$ cat config.mk
export PLATFORM = sky130hd
export DESIGN_NAME = jtag_tap_master
export DESIGN_NICKNAME = d
export VERILOG_FILES = /design/src/rtl/jtag_tap_master.sv
export SDC_FILE = /design/constraint.sdc
export NUM_CORES = 1
export LEC_CHECK = 0
export CORE_MARGIN = 4
export CORE_UTILIZATION = 57
export DETAILED_ROUTE_END_ITERATION = 10
export PLACE_DENSITY = 0.85
export SLEW_MARGIN = 20
export SYNTH_ARGS = -nofsm -noshare
export SYNTH_HDL_FRONTEND = slang
export SYNTH_SLANG_ARGS = --single-unit
$ cat constraint.sdc
create_clock -name iclk -period 4.42 [get_ports iclk]
set_input_delay 0.663 -clock iclk [delete_from_list [all_inputs] [get_ports iclk]]
set_output_delay 0.663 -clock iclk [all_outputs]
set_load 0.05 [all_outputs]
$ cat src/rtl/jtag_tap_master.sv
// JTAG initiator: divides iclk into tck, sequences tms/tdi for TAP reset,
// IR/DR scans and idle clocks, and returns the bits captured from tdo.
module jtag_tap_master #(
    parameter int DW      = 32,
    parameter int CLK_DIV = 2
) (
    input  logic                iclk,
    input  logic                ireset,
    input  logic                cmd_valid,
    output logic                cmd_ready,
    input  logic [1:0]          cmd_op,
    input  logic [$clog2(DW):0] cmd_len,
    input  logic [DW-1:0]       cmd_data,
    output logic                rsp_valid,
    output logic [DW-1:0]       rsp_data,
    output logic                busy,
    output logic                tck,
    output logic                tms,
    output logic                tdi,
    input  logic                tdo
);
    localparam int LW   = $clog2(DW) + 1;
    localparam int DIVW = (CLK_DIV > 1) ? $clog2(CLK_DIV) : 1;

    localparam logic [DIVW-1:0] DIV_LAST = DIVW'(CLK_DIV - 1);
    localparam logic [DIVW-1:0] DIV_ONE  = DIVW'(1);
    localparam logic [LW-1:0]   ONE      = LW'(1);
    localparam logic [LW-1:0]   LEN_MAX  = LW'(DW);

    localparam logic [2:0] RST_SEQ = 3'd0;
    localparam logic [2:0] IDLE    = 3'd1;
    localparam logic [2:0] HDR     = 3'd2;
    localparam logic [2:0] SHIFT   = 3'd3;
    localparam logic [2:0] TRL     = 3'd4;
    localparam logic [2:0] DONE    = 3'd5;

    localparam logic [1:0] OP_RST  = 2'b00;
    localparam logic [1:0] OP_IR   = 2'b01;
    localparam logic [1:0] OP_IDLE = 2'b11;

    logic [2:0]      state;
    logic [1:0]      op_q;
    logic [LW-1:0]   len_q;
    logic [LW-1:0]   idx;
    logic [LW-1:0]   nxt;
    logic [LW-1:0]   hdr_n;
    logic [LW-1:0]   rsh;
    logic [DW-1:0]   sh_q;
    logic [DW-1:0]   cap;
    logic [DIVW-1:0] div;
    logic            from_cmd;
    logic            running;
    logic            rise;
    logic            fall;
    logic            scan;

    // A zero-length scan parks in HDR for one cycle without clocking tck.
    assign running = (state == RST_SEQ) || (state == SHIFT) || (state == TRL)
                   || ((state == HDR) && (len_q != '0));
    assign rise  = running && (div == DIV_LAST) && !tck;
    assign fall  = running && (div == DIV_LAST) && tck;
    assign nxt   = idx + ONE;
    assign scan  = (op_q != OP_IDLE);
    assign hdr_n = (op_q == OP_IR) ? LW'(4) : LW'(3);
    assign rsh   = LEN_MAX - len_q;

    always_ff @(posedge iclk) begin
        if (ireset) begin
            state     <= RST_SEQ;
            op_q      <= OP_RST;
            len_q     <= '0;
            idx       <= '0;
            div       <= '0;
            sh_q      <= '0;
            cap       <= '0;
            from_cmd  <= 1'b0;
            tck       <= 1'b0;
            tms       <= 1'b1;
            tdi       <= 1'b0;
            cmd_ready <= 1'b0;
            busy      <= 1'b1;
            rsp_valid <= 1'b0;
            rsp_data  <= '0;
        end else begin
            rsp_valid <= 1'b0;
            if (running) begin
                div <= (div == DIV_LAST) ? '0 : div + DIV_ONE;
            end
            if (rise) begin
                tck <= 1'b1;
                if ((state == SHIFT) && scan) begin
                    cap <= {tdo, cap[DW-1:1]};
                end
            end
            if (fall) begin
                tck <= 1'b0;
            end
            case (state)
                IDLE: if (cmd_valid && cmd_ready) begin
                    cmd_ready <= 1'b0;
                    busy      <= 1'b1;
                    op_q      <= cmd_op;
                    len_q     <= (cmd_len > LEN_MAX) ? LEN_MAX : cmd_len;
                    sh_q      <= cmd_data;
                    cap       <= '0;
                    idx       <= '0;
                    div       <= '0;
                    from_cmd  <= (cmd_op == OP_RST);
                    case (cmd_op)
                        OP_RST: begin
                            state <= RST_SEQ;
                            tms   <= 1'b1;
                        end
                        OP_IDLE: begin
                            state <= (cmd_len == '0) ? HDR : SHIFT;
                            tms   <= 1'b0;
                        end
                        default: begin
                            state <= HDR;
                            tms   <= (cmd_len != '0);
                        end
                    endcase
                end
                RST_SEQ: if (fall) begin
                    if (nxt == LW'(6)) begin
                        if (from_cmd) begin
                            state     <= DONE;
                            rsp_valid <= 1'b1;
                            rsp_data  <= '0;
                        end else begin
                            state     <= IDLE;
                            cmd_ready <= 1'b1;
                            busy      <= 1'b0;
                        end
                    end else begin
                        idx <= nxt;
                        tms <= (nxt != LW'(5));
                    end
                end
                HDR: if (len_q == '0) begin
                    state     <= DONE;
                    rsp_valid <= 1'b1;
                    rsp_data  <= '0;
                end else if (fall) begin
                    if (nxt == hdr_n) begin
                        state <= SHIFT;
                        idx   <= '0;
                        tms   <= (len_q == ONE);
                        tdi   <= sh_q[0];
                        sh_q  <= sh_q >> 1;
                    end else begin
                        idx <= nxt;
                        tms <= (op_q == OP_IR) && (nxt == ONE);
                    end
                end
                SHIFT: if (fall) begin
                    if (nxt == len_q) begin
                        tdi <= 1'b0;
                        if (scan) begin
                            state <= TRL;
                            idx   <= '0;
                            tms   <= 1'b1;
                        end else begin
                            state     <= DONE;
                            rsp_valid <= 1'b1;
                            rsp_data  <= '0;
                        end
                    end else begin
                        idx  <= nxt;
                        tms  <= scan && (nxt == len_q - ONE);
                        tdi  <= scan && sh_q[0];
                        sh_q <= sh_q >> 1;
                    end
                end
                TRL: if (fall) begin
                    if (idx == '0) begin
                        idx <= ONE;
                        tms <= 1'b0;
                    end else begin
                        state     <= DONE;
                        rsp_valid <= 1'b1;
                        rsp_data  <= cap >> rsh;
                    end
                end
                DONE: begin
                    state     <= IDLE;
                    cmd_ready <= 1'b1;
                    busy      <= 1'b0;
                end
                default: state <= RST_SEQ;
            endcase
        end
    end
endmodule

* Word-level counts from Yosys, hierarchy flattened
Index checks and enable logic that the tools add are counted.
** Cells by class
- $add $sub $neg :: 4
- $lt $le $gt $ge :: 1
- Equality and inequality tests :: 35
- Shift operators :: 1
- Muxes and demuxes :: 93
- Reductions and logical operators :: 33
** Operators with widths (number)
- two-way mux 32 bit :: 19
- one-hot mux 32 bit (4 select lines) :: 1
- one-hot mux 32 bit (3 select lines) :: 1
- two-way mux 6 bit :: 12
- two-way mux 1 bit :: 39
- two-way mux 3 bit :: 12
- right shift 32 x 6 -> 32 bit :: 1
- one-hot mux 6 bit (5 select lines) :: 1
- != test 2 bit (second input constant) :: 13
- AND reduction 10 bit :: 2
- zero test 6 bit :: 3
- one-hot mux 3 bit (6 select lines) :: 1
- equality test 6 x 1 -> 1 bit (second input constant) :: 2
- equality test 6 bit :: 2
- nonzero test 6 bit :: 2
- != test 2 x 1 -> 1 bit (second input constant) :: 5
- AND reduction 5 bit :: 2
- logical AND 1 bit :: 9
- AND reduction 9 bit :: 1
- AND reduction 7 bit :: 1
- adder 6 x 1 -> 6 bit (second input constant) :: 1
- equality test 3 x 2 -> 1 bit (second input constant) :: 2
- equality test 3 bit (second input constant) :: 2
- equality test 6 x 3 -> 1 bit :: 1
- 27 further kinds :: 32
** Word-level totals
- Flip-flop bits (word level) :: 121
- Bits of input ports :: 44
- Logic and storage cells :: 182

* Depth between registers and ports, before layout
Gate-level depths: netlist of run 1.
- Depth in word-level cells :: 9
- Mapped depth :: 17

* Least setup slack after synthesis of run 1
OpenSTA, ideal clock, no wires.
- Path kind :: reg2reg
- Start point :: reg len_q[0]
- End point :: reg rsp_data[29]
- Data arrival time :: 3355 ps
- Required time :: 4303 ps
- Setup slack :: 948 ps
- Stages on the path, launching flop included :: 18
- Path buffers :: 4
- Period minus slack after synthesis :: 3472 ps
- Path through :: dfxtp_1 > buf_2 > inv_1 > clkbuf_1 > ha_1 > nand2_1 > nor2_1 > o21ai_0 > ha_1 > clkbuf_1 > and2_1 > a21oi_1 > o2bb2ai_1 > nand2b_1 > a21oi_2 > nor2_2 > buf_2 > a22o_1
** Between the ends
- Longest elaborated chain between the ends :: 7
- Elaborated cells on any way between the ends :: 18
- Classes of those cells :: add/sub: 1; eq/ne: 6; shift: 1; mux: 3; reduce/logical: 7
** RTL lines
- start, declared :: RTL line 43 : logic [LW-1:0] len_q;
- start signal, assigned :: RTL line 103 : len_q <= (cmd_len > LEN_MAX) ? LEN_MAX : cmd_len;
- branches (longest 7 deep; another with subtractor 6 bit)
- end signal, assigned :: RTL line 182 : rsp_data <= cap >> rsh;
- end, declared :: RTL line 15 : output logic [DW-1:0] rsp_data,
Several ways; the timed one is not identified. The select of a mux whose other input is x is not followed.
A chain may end at the register's enable or synchronous reset.

* Final worst setup path of run 1
- Start point :: reg len_q[2]
- End point :: reg rsp_data[30]
The elaborated chain is that of the path after synthesis.

==> impl_metrics.tcl, run 1 <==
set metrics [dict create \
    synth_top_cell_by_area "dfxtp_1" \
    clkLatencyLatePin_ps 430 \
    setup_viol 0 \
    combPwrFrac_pct 5.5 \
    port_buffers 81 \
    multi_input_area_um2 4370 \
    cts_tree "done" \
    drt_iter0_markers 636 \
    dr.pass1.iters 6 \
    drv_cap 0 \
    min_period_ps 3560 \
    num_io_pins 82 \
    n_fill_cell 944 \
    holdPathStages 2 \
    worst_slew_pin_slew_ps 1050 \
    synthTopCellsByArea "dfxtp_1, mux2i_1, nand2_1, mux4_2, a21oi_1" \
    yosysTopAreaCellShare_pct 34.0 \
    max-slew-margin-rel_pct 29.6 \
    num_vias 6583 \
    ctsResizeCount 0 \
    switching_share_pct 21.8 \
    yosysWarnings 0 \
    die_h_um 120 \
    cts_buffers 17 \
    initial_utilization_pct 58.9 \
    r2r-start "len_q[2]$_SDFFE_PP0P_" \
    synth_seq_area_share_pct 34.0 \
    clkPwrFrac_pct 51.5 \
    hold_path.class "register to register" \
    post_cts_buffers 0 \
    crit_type "register to register" \
    yosysUniqueCellTypes 73 \
    rsz0062_at_grt "false" \
    worstSetupEndpointType "register" \
    arrival_ps 3920 \
    die_x_um 120 \
    required_ps 4780 \
    leakage_nw 2.78 \
    core.rowCount 40 \
    r2r-end "rsp_data[30]$_SDFFE_PP0P_" \
    clockRootBuffer "clkbuf_16" \
    fin_tns_setup_ps 0 \
    slew_viol_final 0 \
    clock_skew_ps 11.0 \
    dp.final_hpwl_um 12800 \
    p_per_area_nw_per_um2 302 \
    peakVddDrop_uv 362 \
    wl_per_cell_um 17.5 \
    syn-instance-count 855 \
    coreArea_um2 12100 \
    hold_buffers 0 \
    die-area_um2 14400 \
    ys_async_sr_fraction_pct 0 \
    avgSynthCellArea_um2 8.34 \
    grt-ovfl-total 0 \
    max_clock_freq_mhz 281 \
    internal_power_mw 2.01 \
    clock_path_buffers 2 \
    htreeDepth 4 \
    seqPwrFrac_pct 43.0 \
    via_per_inst 6.11 \
    whs_ps 451 \
    grt_pass1_vias 6037 \
    r2r_cells 12 \
    hold_violations 0 \
    track_usage_pct 26.0 \
    p_sw_mw 0.562 \
    rrSetupSlack_ps 860 \
    drive_gt1_share_pct 9.90 \
    final-seq-area_um2 2420 \
    clk_pin_slew_ps 50 \
    cts.sinks 121 \
    drc 0 \
    start_kind "register" \
    min_to "cap[0]$_SDFF_PP0_" \
    synth_edf_count 0 \
    num-nets-final 951 \
    routabilityCongestion 0.953 \
    synth_area_um2 7130 \
    ys.flop_type "dfxtp_1" \
    grt_max_degree 47 \
    detail-route-antenna-nets 0 \
    cp_max_fo 20 \
    period_share_pct 80.4 \
    antenna_found_initial 1 \
    status "completed" \
    grt_pass1_wl_um 30200 \
    wirelength_um 18800 \
    synth_fp_nets 908 \
    syn_to_final_growth_pct 19.5 \
    synth-seq-cells 121 \
    min_from "cap[0]$_SDFF_PP0_" \
    num_antenna_cells 0 \
]
layout by cell type (no fill, tap or decap), drive strengths merged, types with 5 or more instances in the layout:
cell type      instances
xnor2                 11
a21oi                 77
a211oi                42
nand3                 11
a22o                  11
clkinv                 5
o211ai                 5
and3                   7
mux2i                 58
ha                     9
clkbuf                21
nand2b                13
xor2                   9
mux2                   7
mux4                  19
nor3                  15
a31oi                  5
nor2                  72
dfxtp                121
nand2                152
a311oi                 5
nor4                   5
inv                   13
clkdlybuf4s50         80
nand3b                10
buf                   15
o2bb2ai               14
or3                   10
o21ai                 19
worst max-delay path, stage by stage (launching register included):
cell,delay (ps)
dfxtp_1,430
nor4_1,570
nand2_1,150
nor2_1,110
o21ai_0,100
ha_1,290
and2_1,230
a21oi_1,150
o2bb2ai_1,210
nand2b_1,200
a21oi_2,100
nor2_2,670
a22o_1,260
metrics by stage:
| step | area, um^2 | worst slack [ps] | power (mW) | instances | utilization, % |
|---|---|---|---|---|---|
| floorplan | 7130 | 948 | 1.21 | 855 | - |
| global placement | 7960 | 1050 | 1.27 | 1047 | 65.7 |
| detailed placement | 7960 | 925 | 1.27 | 1047 | 65.7 |
| CTS | 8520 | 878 | 2.59 | 1077 | 70.3 |
| global route | 8520 | 548 | 2.65 | 1077 | 70.4 |
| finish | 8520 | 865 | 2.57 | 1077 | 70.4 |
cell usage after synthesis (5+ instances only):
library cell  count
nand2_1         151
dfxtp_1         121
a21oi_1          75
nor2_1           71
mux2i_1          58
clkbuf_1         42
a211oi_1         41
mux4_2           19
o21ai_0          19
buf_2            14
o2bb2ai_1        14
inv_1            13
nand2b_1         13
nor3_1           13
a22o_1           11
nand3_1          11
xnor2_1          11
nand3b_1         10
or3_1            10
ha_1              9
xor2_1            9
and3_1            7
buf_1             7
mux2_2            7
a311oi_1          5
a31oi_1           5
nor4_1            5
o211ai_1          5
power groups by stage:
stage	Sequential (mW)	Combinational [mW]	Clock, mW
6_report	1.11	0.142	1.33
5_1_grt	1.11	0.154	1.39
4_1_cts	1.11	0.141	1.34
3_5_place_dp	1.13	0.139	0
3_3_place_gp	1.13	0.138	0
2_1_floorplan	1.13	0.0843	0
registers in the layout, indices dropped and copies added (netlist names):
name       flops
tdi            1
cmd_ready      1
tck            1
idx            6
rsp_valid      1
op_q           2
sh_q          32
div            1
tms            1
rsp_data      32
state          3
len_q          6
busy           1
from_cmd       1
cap           32
metal layers:
layer | routed length [um] | vias up | track usage (%)
met1 | 7730 | 3068 | 32.4
met3 | 1350 | 52 | 6.31
met5 | 13 | - | 0
met2 | 9170 | 278 | 43.1
li1 | - | 3183 | -
met4 | 582 | 2 | 11.0
layout make-up:
type | count | share of cell area, %
clock buffer | 21 | 5.40
multi-input combinational | 650 | 51.2
timing repair buffer | 95 | 10.7
tap | 168 | 2.47
clock inverter | 9 | 1.17
sequential | 121 | 28.4
inverter | 13 | 0.573
worst max-delay path by stage:
stage	startpoint	endpoint	slack (ps)
global placement	len_q[0]$_SDFFE_PP0P_	rsp_data[3]$_SDFFE_PP0P_	1050
CTS	len_q[0]$_SDFFE_PP0P_	rsp_data[30]$_SDFFE_PP0P_	880
finish	len_q[2]$_SDFFE_PP0P_	rsp_data[30]$_SDFFE_PP0P_	860
global route	len_q[2]$_SDFFE_PP0P_	rsp_data[30]$_SDFFE_PP0P_	550
floorplan	len_q[0]$_SDFFE_PP0P_	rsp_data[29]$_SDFFE_PP0P_	950
detailed placement	len_q[0]$_SDFFE_PP0P_	rsp_data[31]$_SDFFE_PP0P_	930
logic make-up after synthesis:
logic type / count (synthesis) / share of synthesized area, %
multiplexers: 84 / 15.2
XOR/XNOR: 21 / 2.79
buffers and inverters: 84 / 5.26
adder cells (fa/ha/maj): 9 / 1.58
AND/OR/NAND/NOR: 323 / 21.0
flip-flops: 121 / 34.0
AO/OA/AOI/OAI: 213 / 20.2
Power figures use the tool's default switching activity.
==> inputs of run 2 (changes only) <==
==> constraint.sdc (replaced) <==
create_clock -name iclk -period 3.49 [get_ports iclk]
set_input_delay 0.5235 -clock iclk [delete_from_list [all_inputs] [get_ports iclk]]
set_output_delay 0.5235 -clock iclk [all_outputs]
set_load 0.05 [all_outputs]
==> impl_metrics.tcl, run 2 (same netlist as run 1, synthesis figures left out) <==
set metrics [dict create \
    slew_viol_final 0 \
    period_share_pct 93.6 \
    cp_slowest_cell "or3_1" \
    post_cts_buffers 0 \
    syn_to_final_growth_pct 21.3 \
    dr.pass1.iters 8 \
    drt_iter0_markers 674 \
    grt-ovfl-total 0 \
    wirelength_um 19900 \
    worstPathCellList "inv_1, ha_1, nand2_1, nor2_1, o21ai_0, ha_1, and2_1, a21oi_1, o2bb2ai_1, nand2b_1, a21o_1, or3_1, a21oi_1" \
    die_x_um 120 \
    num-nets-final 965 \
    port_buffers 81 \
    die-area_um2 14400 \
    reg_top3 "cap: 32 flops, rsp_data: 32 flops, sh_q: 32 flops" \
    crit_type "register to register" \
    status "completed" \
    htreeDepth 4 \
    setup_viol 0 \
    min_period_ps 3270 \
    fin_util_pct 71.4 \
    hold_buffers 0 \
    grt_util_met3_pct 6.22 \
    core.rowCount 40 \
    hold_violations 0 \
    use_met1_pct 33.6 \
    ctsResizeCount 0 \
    peakVddDrop_uv 339 \
    grt-busiest-layer "met2" \
    cpPeakStageDelay_ps 430 \
    antenna_found_initial 0 \
    layout_commonest_cell "nand2_1" \
    grt_pass1_vias 6469 \
    cts_buffers 17 \
    finalPower_mw 3.31 \
    max-slew-margin-rel_pct 27.1 \
    dp.cells 1061 \
    drive_gt1_share_pct 11.6 \
    start_kind "register" \
    via_per_inst 6.20 \
    critPathTopFamily "simple AND/OR/NAND/NOR gates" \
    num_antenna_cells 0 \
    worstSetupEndpointType "register" \
    clk_pin_slew_ps 60 \
    grt_max_degree 45 \
    clock_skew_ps 9.88 \
    fin_tns_setup_ps 0 \
    use_met2_pct 47.4 \
    num_io_pins 82 \
    arrival_ps 3610 \
    grt_pass1_wl_um 32400 \
    coreArea_um2 12100 \
    dp.final_hpwl_um 13700 \
    place_ws_ps 394 \
    required_ps 3840 \
    max_clock_freq_mhz 306 \
    clkLatencyLatePin_ps 420 \
    layout_common_cells "nand2_1, dfxtp_1, clkdlybuf4s50_1, a21oi_1, nor2_1" \
    detail-route-antenna-nets 0 \
    rsz0062_at_grt "false" \
    hold_path.class "input port to register" \
    cts_tree "done" \
    routabilityCongestion 0.964 \
    num_vias 6769 \
    drc 0 \
    clockRootBuffer "clkbuf_16" \
    leakage_nw 2.85 \
    drv_cap 0 \
    cp_max_fo 17 \
    fin_ws_ps 223 \
    wl_per_cell_um 18.2 \
    clock_path_buffers 2 \
    p_per_area_nw_per_um2 383 \
    die_h_um 120 \
    final_cells 1092 \
    initial_utilization_pct 58.9 \
    crit_buf_inv 1 \
    cts.sinks 121 \
    worst_slew_pin_slew_ps 1090 \
    track_usage_pct 27.8 \
]
[run 2: cell count changes in the layout (fill, tap and decap cells not counted), sizes merged]
| cell | previous run | this run |
|---|---|---|
| clkinvlp | 2 | 3 |
| clkinv | 5 | 7 |
| inv | 13 | 15 |
| buf | 15 | 29 |
| clkbuf | 21 | 17 |
[run 2: metal layers]
layer / up-vias / wire length [um]
met2: 300 / 9720
met4: 0 / 729
met1: 3181 / 8080
met3: 75 / 1340
li1: 3213 / -
met5: - / 0
[run 2: final timing paths]
check	startpoint	endpoint	slack, ps	cells past startpoint
max	len_q[1]$_SDFFE_PP0P_	rsp_data[21]$_SDFFE_PP0P_	220	13
min	ireset	len_q[5]$_SDFFE_PP0P_	420	2
min reg2reg	cmd_ready$_SDFFE_PP0P_	cmd_ready$_SDFFE_PP0P_	460	2
max reg2reg	len_q[1]$_SDFFE_PP0P_	rsp_data[21]$_SDFFE_PP0P_	220	13
[run 2: worst reg2reg max path, cell delays in order (launching register included)]
cell and delay [ps]:
dfxtp_1 410, inv_1 90, ha_1 280, nand2_1 120
nor2_1 50, o21ai_0 230, ha_1 360, and2_1 250
a21oi_1 90, o2bb2ai_1 190, nand2b_1 210, a21o_1 330
or3_1 430, a21oi_1 170
[run 2: layout make-up]
type	count	area (um^2)
Fill cell	916	3460
Inverter	13	48.8
Timing Repair Buffer	109	1030
Multi-Input combinational cell	650	4360
Clock buffer	17	425
Clock inverter	14	150
Sequential cell	121	2420
Tap cell	168	210
[run 2: per-stage QoR]
step,hold WS (ps),instance area [um^2]
after floorplan,433,7130
after global placement,435,8070
after detailed placement,445,8070
after CTS,404,8650
after global routing,427,8650
final,419,8650
[run 2: power by group]
| group | total (mW) | leakage, nW | internal (mW) | switching, mW |
|---|---|---|---|---|
| logic | 0.184 | 1.60 | 0.0907 | 0.0930 |
| clock network | 1.73 | 0.275 | 1.05 | 0.679 |
| registers | 1.40 | 0.975 | 1.39 | 0.0118 |
